$ cat src/rtl/text_renderer_pkg.sv
// Shared display definitions: grid defaults, text-word layout and the 16-colour palette.
package text_renderer_pkg;

    localparam int DEF_COLS = 80;
    localparam int DEF_ROWS = 30;

    // Text buffer word layout, MSB first: [15:12] bg, [11:8] fg, [7:0] char code.
    typedef struct packed {
        logic [3:0] bg;
        logic [3:0] fg;
        logic [7:0] code;
    } text_word_t;

    // CGA-style palette; entry 0 is the rightmost element.
    localparam logic [15:0][11:0] PALETTE = {
        12'hFFF, 12'hFF5, 12'hF5F, 12'hF55,
        12'h5FF, 12'h5F5, 12'h55F, 12'h555,
        12'hAAA, 12'hA50, 12'hA0A, 12'hA00,
        12'h0AA, 12'h0A0, 12'h00A, 12'h000
    };

endpackage

$ cat src/rtl/text_palette.sv
// Combinational 4-bit colour index to 12-bit RGB lookup.
module text_palette
    import text_renderer_pkg::*;
(
    input  logic [3:0]  idx,
    output logic [11:0] rgb
);

    assign rgb = PALETTE[idx];

endmodule

$ cat src/rtl/text_renderer.sv
// Three-stage text-mode pixel pipeline: address -> glyph bit -> palette colour.
module text_renderer
    import text_renderer_pkg::*;
#(
    parameter int COLS      = DEF_COLS,
    parameter int ROWS      = DEF_ROWS,
    parameter int BLINK_BIT = 4
) (
    input  logic        iClk,
    input  logic        iRst_n,
    input  logic [9:0]  iX,
    input  logic [9:0]  iY,
    input  logic        iActive,
    input  logic        iHsync,
    input  logic        iVsync,
    output logic [11:0] oTextAddr,
    input  logic [15:0] iTextData,
    output logic [7:0]  oChar,
    output logic [3:0]  oRow,
    input  logic [7:0]  iLine,
    input  logic [6:0]  iCurX,
    input  logic [4:0]  iCurY,
    input  logic        iCurEn,
    output logic [11:0] oRGB,
    output logic        oHsync,
    output logic        oVsync,
    output logic        oActive
);

    localparam logic [7:0] COLS_L = 8'(COLS);
    localparam logic [7:0] ROWS_L = 8'(ROWS);

    // Stage-1 cell decode
    logic [6:0]  col;
    logic [5:0]  row;
    logic        in_grid;
    logic        cur_hit;
    logic [11:0] addr_nxt;

    assign col     = iX[9:3];
    assign row     = iY[9:4];
    assign in_grid = ({1'b0, col} < COLS_L) && ({2'b00, row} < ROWS_L);

    // Out-of-grid cells park the address at 0 so the buffer is never overrun.
    assign addr_nxt = in_grid ? 12'(int'(row) * COLS + int'(col)) : 12'd0;

    logic [5:0] frame_cnt;
    logic       vs_q;

    assign cur_hit = iCurEn && !frame_cnt[BLINK_BIT]
                  && ({1'b0, iCurX} < COLS_L) && ({3'b000, iCurY} < ROWS_L)
                  && (col == iCurX) && (row == {1'b0, iCurY})
                  && (iY[3:1] == 3'b111);

    always_ff @(posedge iClk or negedge iRst_n) begin
        if (!iRst_n) begin
            vs_q      <= 1'b0;
            frame_cnt <= '0;
        end else begin
            vs_q <= iVsync;
            if (iVsync && !vs_q)
                frame_cnt <= frame_cnt + 6'd1;
        end
    end

    logic [2:0] vld_pipe;
    logic [2:0] hs_pipe;
    logic [2:0] vs_pipe;
    logic [2:0] s1_xsub;
    logic [3:0] s1_yrow;
    logic       s1_in_grid;
    logic       s1_cur;

    always_ff @(posedge iClk or negedge iRst_n) begin
        if (!iRst_n) begin
            vld_pipe   <= '0;
            hs_pipe    <= '0;
            vs_pipe    <= '0;
            oTextAddr  <= '0;
            s1_xsub    <= '0;
            s1_yrow    <= '0;
            s1_in_grid <= 1'b0;
            s1_cur     <= 1'b0;
        end else begin
            vld_pipe   <= {vld_pipe[1:0], iActive};
            hs_pipe    <= {hs_pipe[1:0], iHsync};
            vs_pipe    <= {vs_pipe[1:0], iVsync};
            oTextAddr  <= addr_nxt;
            s1_xsub    <= iX[2:0];
            s1_yrow    <= iY[3:0];
            s1_in_grid <= in_grid;
            s1_cur     <= cur_hit;
        end
    end

    // Stage 2: text word and glyph line arrive combinationally this cycle.
    text_word_t tw;
    assign tw    = text_word_t'(iTextData);
    assign oChar = tw.code;
    assign oRow  = s1_yrow;

    logic       s2_pix;
    logic       s2_show;
    logic [3:0] s2_fg;
    logic [3:0] s2_bg;

    always_ff @(posedge iClk or negedge iRst_n) begin
        if (!iRst_n) begin
            s2_pix  <= 1'b0;
            s2_show <= 1'b0;
            s2_fg   <= '0;
            s2_bg   <= '0;
        end else begin
            s2_pix  <= s1_cur | iLine[3'd7 - s1_xsub];
            s2_show <= vld_pipe[0] & s1_in_grid;
            s2_fg   <= tw.fg;
            s2_bg   <= tw.bg;
        end
    end

    // Stage 3: one palette instance fed by the fg/bg mux.
    logic [11:0] pal_rgb;

    text_palette u_palette (
        .idx (s2_pix ? s2_fg : s2_bg),
        .rgb (pal_rgb)
    );

    always_ff @(posedge iClk or negedge iRst_n) begin
        if (!iRst_n)
            oRGB <= '0;
        else
            oRGB <= s2_show ? pal_rgb : 12'h000;
    end

    assign oActive = vld_pipe[2];
    assign oHsync  = hs_pipe[2];
    assign oVsync  = vs_pipe[2];

endmodule

$ cat config.mk
export PLATFORM = sky130hd
export DESIGN_NAME = text_renderer
export DESIGN_NICKNAME = d
export VERILOG_FILES = /design/src/rtl/text_renderer_pkg.sv /design/src/rtl/text_palette.sv /design/src/rtl/text_renderer.sv
export SDC_FILE = /design/constraint.sdc
export NUM_CORES = 1
export LEC_CHECK = 0
export CAP_MARGIN = 40
export CORE_MARGIN = 5
export CORE_UTILIZATION = 45
export CTS_CLUSTER_DIAMETER = 200
export DETAILED_ROUTE_END_ITERATION = 8
export GPL_TIMING_DRIVEN = 1
export PLACE_DENSITY_LB_ADDON = 0.12
export SLEW_MARGIN = 20
export SYNTH_ARGS = -nofsm -noshare
export SYNTH_HDL_FRONTEND = slang
export SYNTH_SLANG_ARGS = --single-unit
$ cat constraint.sdc
create_clock -name iClk -period 3 [get_ports iClk]
set_clock_uncertainty 0.05 [all_clocks]
set_input_delay 0.6 -clock iClk [delete_from_list [all_inputs] [get_ports iClk]]
set_output_delay 0.6 -clock iClk [all_outputs]
set_load 0.1 [all_outputs]
# After elaboration in Yosys (flattened, before gate mapping)
# Memory sizes are Yosys's and may differ from the RTL's.
# Cells that the tools add are included.
# Widths: inputs -> output; s select.
dict set report totals {
  out_inout_bits 39
  ff_bits 59
  word_cells 47
  input_bits 62
  mem_bits_ro 192
  mem_count 1
}
# name depth width rd rd_ports_with_merged_regs wr line_no
set mem_list {}
lappend mem_list {{(name not given)} 16 12 1 0 0 text_palette.sv:9} ;# assign rgb = PALETTE[idx];
dict set report op_classes {
  n_lt_le_gt_ge 6
  n_reduce_logical 10
  muxes 6
  n_addsub 3
  eq_ne 3
  bitwise 2
  multipliers 1
}
# operator count
set op_table {}
lappend op_table {{$mux 12} 3}
lappend op_table {{$lt 7x7->1 const B} 2}
lappend op_table {{$add 12x7->12} 1}
lappend op_table {{$logic_and 1x1->1} 8}
lappend op_table {{$mul 6x3->8 const B} 1}
lappend op_table {{$eq 7x7->1} 1}
lappend op_table {{$add 6x1->6 const B} 1}
lappend op_table {{$eq 6x5->1} 1}
lappend op_table {{$lt 6x5->1 const B} 1}
lappend op_table {{$lt 4x5->1 const B} 1}
lappend op_table {{$lt 5x5->1 const B} 1}
lappend op_table {{$lt 3x4->1 const B} 1}
lappend op_table {{$mux 4} 1}
lappend op_table {{$bmux 1 s3} 1}
lappend op_table {{$eq 3x3->1 const B} 1}
lappend op_table {{$sub 3x3->3 const A} 1}
lappend op_table {{$logic_not 1->1} 2}
lappend op_table {{$and 1x1->1} 1}
lappend op_table {{$mux 1} 1}
lappend op_table {{$or 1x1->1} 1}

# Logic depth before layout (Yosys ltp)
dict set report depth {
  word_depth 7
  ltp_mapped 8
  depth_no_buf 8
}

# Hierarchy
# A second synthesis with hierarchy kept.
dict set report hier_totals {
  hier_cells 204
  area_unflattened_um2 2538.7
}
# module cells_each area_per_inst_um2 seq_area_each_um2 n_inst
set modules_own_cells {}
lappend modules_own_cells {text_renderer 190 2438.6 1426.4 1}
lappend modules_own_cells {text_palette 14 100.1 0.0 1}

# Worst setup path before layout
# No wires, ideal clock.
dict set report synth_path {
  kind {input port to flip-flop}
  start {input iY[5]}
  end {register oTextAddr[10]}
  required_time_ns 2.831
  setup_ns 0.119
  arrival_time_ns 2.256
  n_path_buf 0
  path_slack_ns 0.575
  path_stages 8
  path_cell_list {ha_1 -> ha_1 -> inv_1 -> fa_1 -> nand2b_1 -> a211oi_2 -> xnor3_1 -> and2_1}
}
dict set report synth_via {
  elab_chain_len 3
  elab_cells_between_ends 5
  classes_between {add/sub: 1; mul: 1; order compare: 1; mux: 1; reduce/logical: 1}
}
# element line_no
set synth_lines {}
lappend synth_lines {{start: declaration} text_renderer.sv:12} ;# input logic [9:0] iY,
lappend synth_lines {{$mul 6x3->8 / $lt 6x5->1 (equally long branches)} {text_renderer.sv:45, text_renderer.sv:42}}
lappend synth_lines {{$add 12x7->12 / $logic_and 1x1->1 (equally long branches)} {text_renderer.sv:45, text_renderer.sv:42}}
lappend synth_lines {{$mux 12 (*)} text_renderer.sv:45} ;# assign addr_nxt = in_grid ? 12'(int'(row) * COLS + int'(col)) : 12'd0;
lappend synth_lines {{via addr_nxt[10]} text_renderer.sv:38} ;# logic [11:0] addr_nxt;
lappend synth_lines {{end signal: assignment} text_renderer.sv:88} ;# oTextAddr <= addr_nxt;
lappend synth_lines {{end: declaration} text_renderer.sv:16} ;# output logic [11:0] oTextAddr,
# The timed path passes the listed nets; every way through them passes the cells marked *.
# A chain may end at the register's enable or synchronous reset.

# Worst setup path after layout
dict set report layout_path {
  start {input iY[7]}
  end {register oTextAddr[10]}
}
# Same word-level chain as after synthesis.

==> flow_summary.yaml <==
sta:
  slew_headroom_pct: 60.78
  slew_violations: 0
  fin_crit_ns: 2.675
  max_freq_mhz: 373.8
  rsz0062_at_grt: "no"
  worst_pin_slew_ns: 0.5883
  setup_ws_ns: 0.3247
  hold_violations: 0
  post-route-period-util_pct: 89.18
  setup_viol: 0
clocking:
  cts_tree: "done"
  cts_hold_buf: 0
  insertion_delay_ns: 0.29
  clock_path_buffers: 2
  post_cts_buffers: 0
  htree_levels: 2
  ctsResizeCount: 0
  cts_buffers: 5
  path_clk_slew_ns: 0.09
  root_buffer: "clkbuf_8"
  cts.sinks: 50
floorplanning:
  start_util_pct: 45.65
  fp.dieArea_um2: 6608
  die-width_um: 81.29
  die_y_um: 81.29
  num_rows: 26
  coreArea_um2: 5010
  pin_count: 101
routing:
  drtAntennaViolNets: 0
  vias: 1593
  drc: 0
  viasPerCell: 4.699
  drt_first_pass_iters: 5
  drtIter0Drc: 44
  drt_wl_total_um: 4521
  wire_per_inst_um: 13.34
placed_design:
  dp_hpwl_um: 3925
  io_buffer_count: 84
  post-place-ws_ns: -0.01955
  gp_congestion: 0.7803
final_layout:
  nets: 344
  fillers: 431
  syn_to_final_growth_pct: 40.59
  fin_util_pct: 64.19
  antennaDiodeCount: 0
  drive_above_1_share_pct: 20.82
worst_setup_path:
  critPathMaxFanout: 3
  max_stage_delay_ns: 0.51
  crit_arrival_ns: 2.81
  ff2ff_setup_slack_ns: 1.55
  crit_family: "adder cells"
  path_cells: "clkdlybuf4s50_1 -> ha_1 -> ha_1 -> inv_1 -> fa_1 -> nand2b_1 -> a211oi_2 -> xnor3_1 -> and2_1"
  reg2reg_depth: 3
  critPathBufInv: 2
  end_kind: "flop"
  start_kind: "primary input"
  cp.required_ns: 3.14
  cpMostUsedCell: "ha_1"
  cpMaxStageDelayCell: "clkdlybuf4s50_1"
  path_class: "in -> reg"
  crit_cells: 9
yosys:
  synth_nets: 261
  ys_types: 40
  yosys-top-cells-count: "50 x dfrtp_1, 15 x buf_4, 12 x ha_1"
  netlist_area_um2: 2287
  synth-edff-count: 0
  async_flop_share_pct: 100.0
  yosys_warnings: 0
  syn_avg_cell_area_um2: 12.36
  synth-seq-cells: 50
  synth_ff_type: "dfrtp_1"
  synth_top_cell_area_share_pct: 54.70
  synth_cells: 185
  synth.area.top_cells: "dfrtp_1 55%, ha_1 6.6%, buf_4 4.9%"
  yosysSeqAreaShare_pct: 54.70
  synth_top_cell_by_area: "dfrtp_1"
  synth.most_common_cell: "dfrtp_1"
grt:
  use_met3_pct: 6.984
  gr-usage-met1_pct: 18.45
  gr-usage-met2_pct: 25.41
  overflow: 0
  grt_max_degree: 29
  first_global_vias: 1716
  track_usage_pct: 15.52
  grt_pass1_wl_um: 7714
  antenna_found_initial: 0
  grt_busiest_layer: "met2"
pwr:
  switching_power_w: 0.0005694
  power_leakage_nw: 1.512
  p_int_w: 0.001282
  p_comb_share_pct: 27.9
  p_per_area_nw_per_um2: 575.7
  seqPwrFrac_pct: 42.6
  peakVddDrop_v: 0.0002644
  switching_share_pct: 30.76
  clkPwrFrac_pct: 29.5
min_path:
  min_path_type: "in -> async"
outcome:
  status: "complete, no violations"
flow_run:
  maxCapViolations: 0
==> worst register-to-register path, delay by kind of cell, from the launching register on <==
kind	cells	cell delay, ns
compound gates	1	0.26
flops	1	0.39
mux	1	0.50
simple gates	1	0.14
==> metrics by stage <==
step / std cells / hold slack, ns / power, W / TNS, ns / instance area [um2]
floorplan: 185 / 0.2544 / 0.001194 / 0 / 2287
global placement: 331 / 0.2828 / 0.001316 / 0 / 3078
detailed placement: 331 / 0.2864 / 0.001324 / -0.01955 / 3078
CTS: 339 / 0.2637 / 0.001872 / 0 / 3216
global route: 339 / 0.2971 / 0.001952 / 0 / 3216
finish: 339 / 0.2487 / 0.001851 / 0 / 3216
==> placed cells by master, fill, tap and decap left out, types with 3 or more instances in the layout <==
cell	n
a21oi_1	6
and2_1	7
buf_4	40
clkbuf_8	5
clkdlybuf4s50_1	52
dfrtp_1	50
ha_1	12
inv_1	10
mux2_2	3
mux2i_1	3
nand2_1	6
nand4_1	6
nor2_1	9
nor2b_1	7
xnor2_1	11
xor2_1	6
==> logic make-up (layout without fill, tap and decap cells) <==
family | count (synthesis) | count (layout) | share of synthesized area [%]
AOI/OAI and AO/OA | 17 | 17 | 5.197
xor gates and xnor gates | 18 | 18 | 7.494
adders and majority gates | 14 | 14 | 8.315
buffers and inverters | 28 | 112 | 7.166
DFF | 50 | 50 | 54.70
muxes | 8 | 8 | 4.924
and+or+nand+nor | 50 | 50 | 12.20
==> power groups by stage <==
stage | clock network (W) | logic (W) | registers [W]
after floorplan | 0 | 0.000250 | 0.000944
after global placement | 0 | 0.000517 | 0.000799
after detailed placement | 0 | 0.000524 | 0.000801
after CTS | 0.000560 | 0.000523 | 0.000789
after global routing | 0.000593 | 0.000560 | 0.000799
final | 0.000547 | 0.000517 | 0.000788
==> per-layer routing <==
| metal | wire (um) | part of all wire, % |
|---|---|---|
| met1 | 1802 | 40 |
| met2 | 2130 | 47 |
| met3 | 523 | 12 |
| met4 | 64 | 1.4 |
| met5 | 0 | 0 |
==> sequential cells by signal (all words and copies together) (netlist names) <==
register	count
s2_show	1
frame_cnt	5
oRGB	5
s1_xsub	3
hs_pipe	3
vld_pipe	3
s1_in_grid	1
oTextAddr	12
s2_pix	1
oRow	4
s1_cur	1
s2_fg	4
s2_bg	4
vs_pipe	3
==> cell type report <==
| cell class | instances | area [um2] | share of cell area [%] |
|---|---|---|---|
| clock buffers | 5 | 68.82 | 2.140 |
| clock inverters | 3 | 68.82 | 2.140 |
| inverters | 11 | 41.29 | 1.284 |
| multi-input cells | 107 | 872.1 | 27.12 |
| flip-flops and latches | 50 | 1251 | 38.91 |
| well taps | 70 | 87.58 | 2.724 |
| repair buffers | 93 | 825.8 | 25.68 |
==> final timing paths <==
check | endpoint | from
min reg2reg | hs_pipe[1] | hs_pipe[0]
max reg2reg | s2_pix | s1_xsub[0]
max | oTextAddr[10] | iY[7]
max in group asynchronous | vld_pipe[0] | iRst_n
min in group iClk | hs_pipe[1] | hs_pipe[0]
min | oRGB[3] | iRst_n
(Power assumes the default switching activity.)
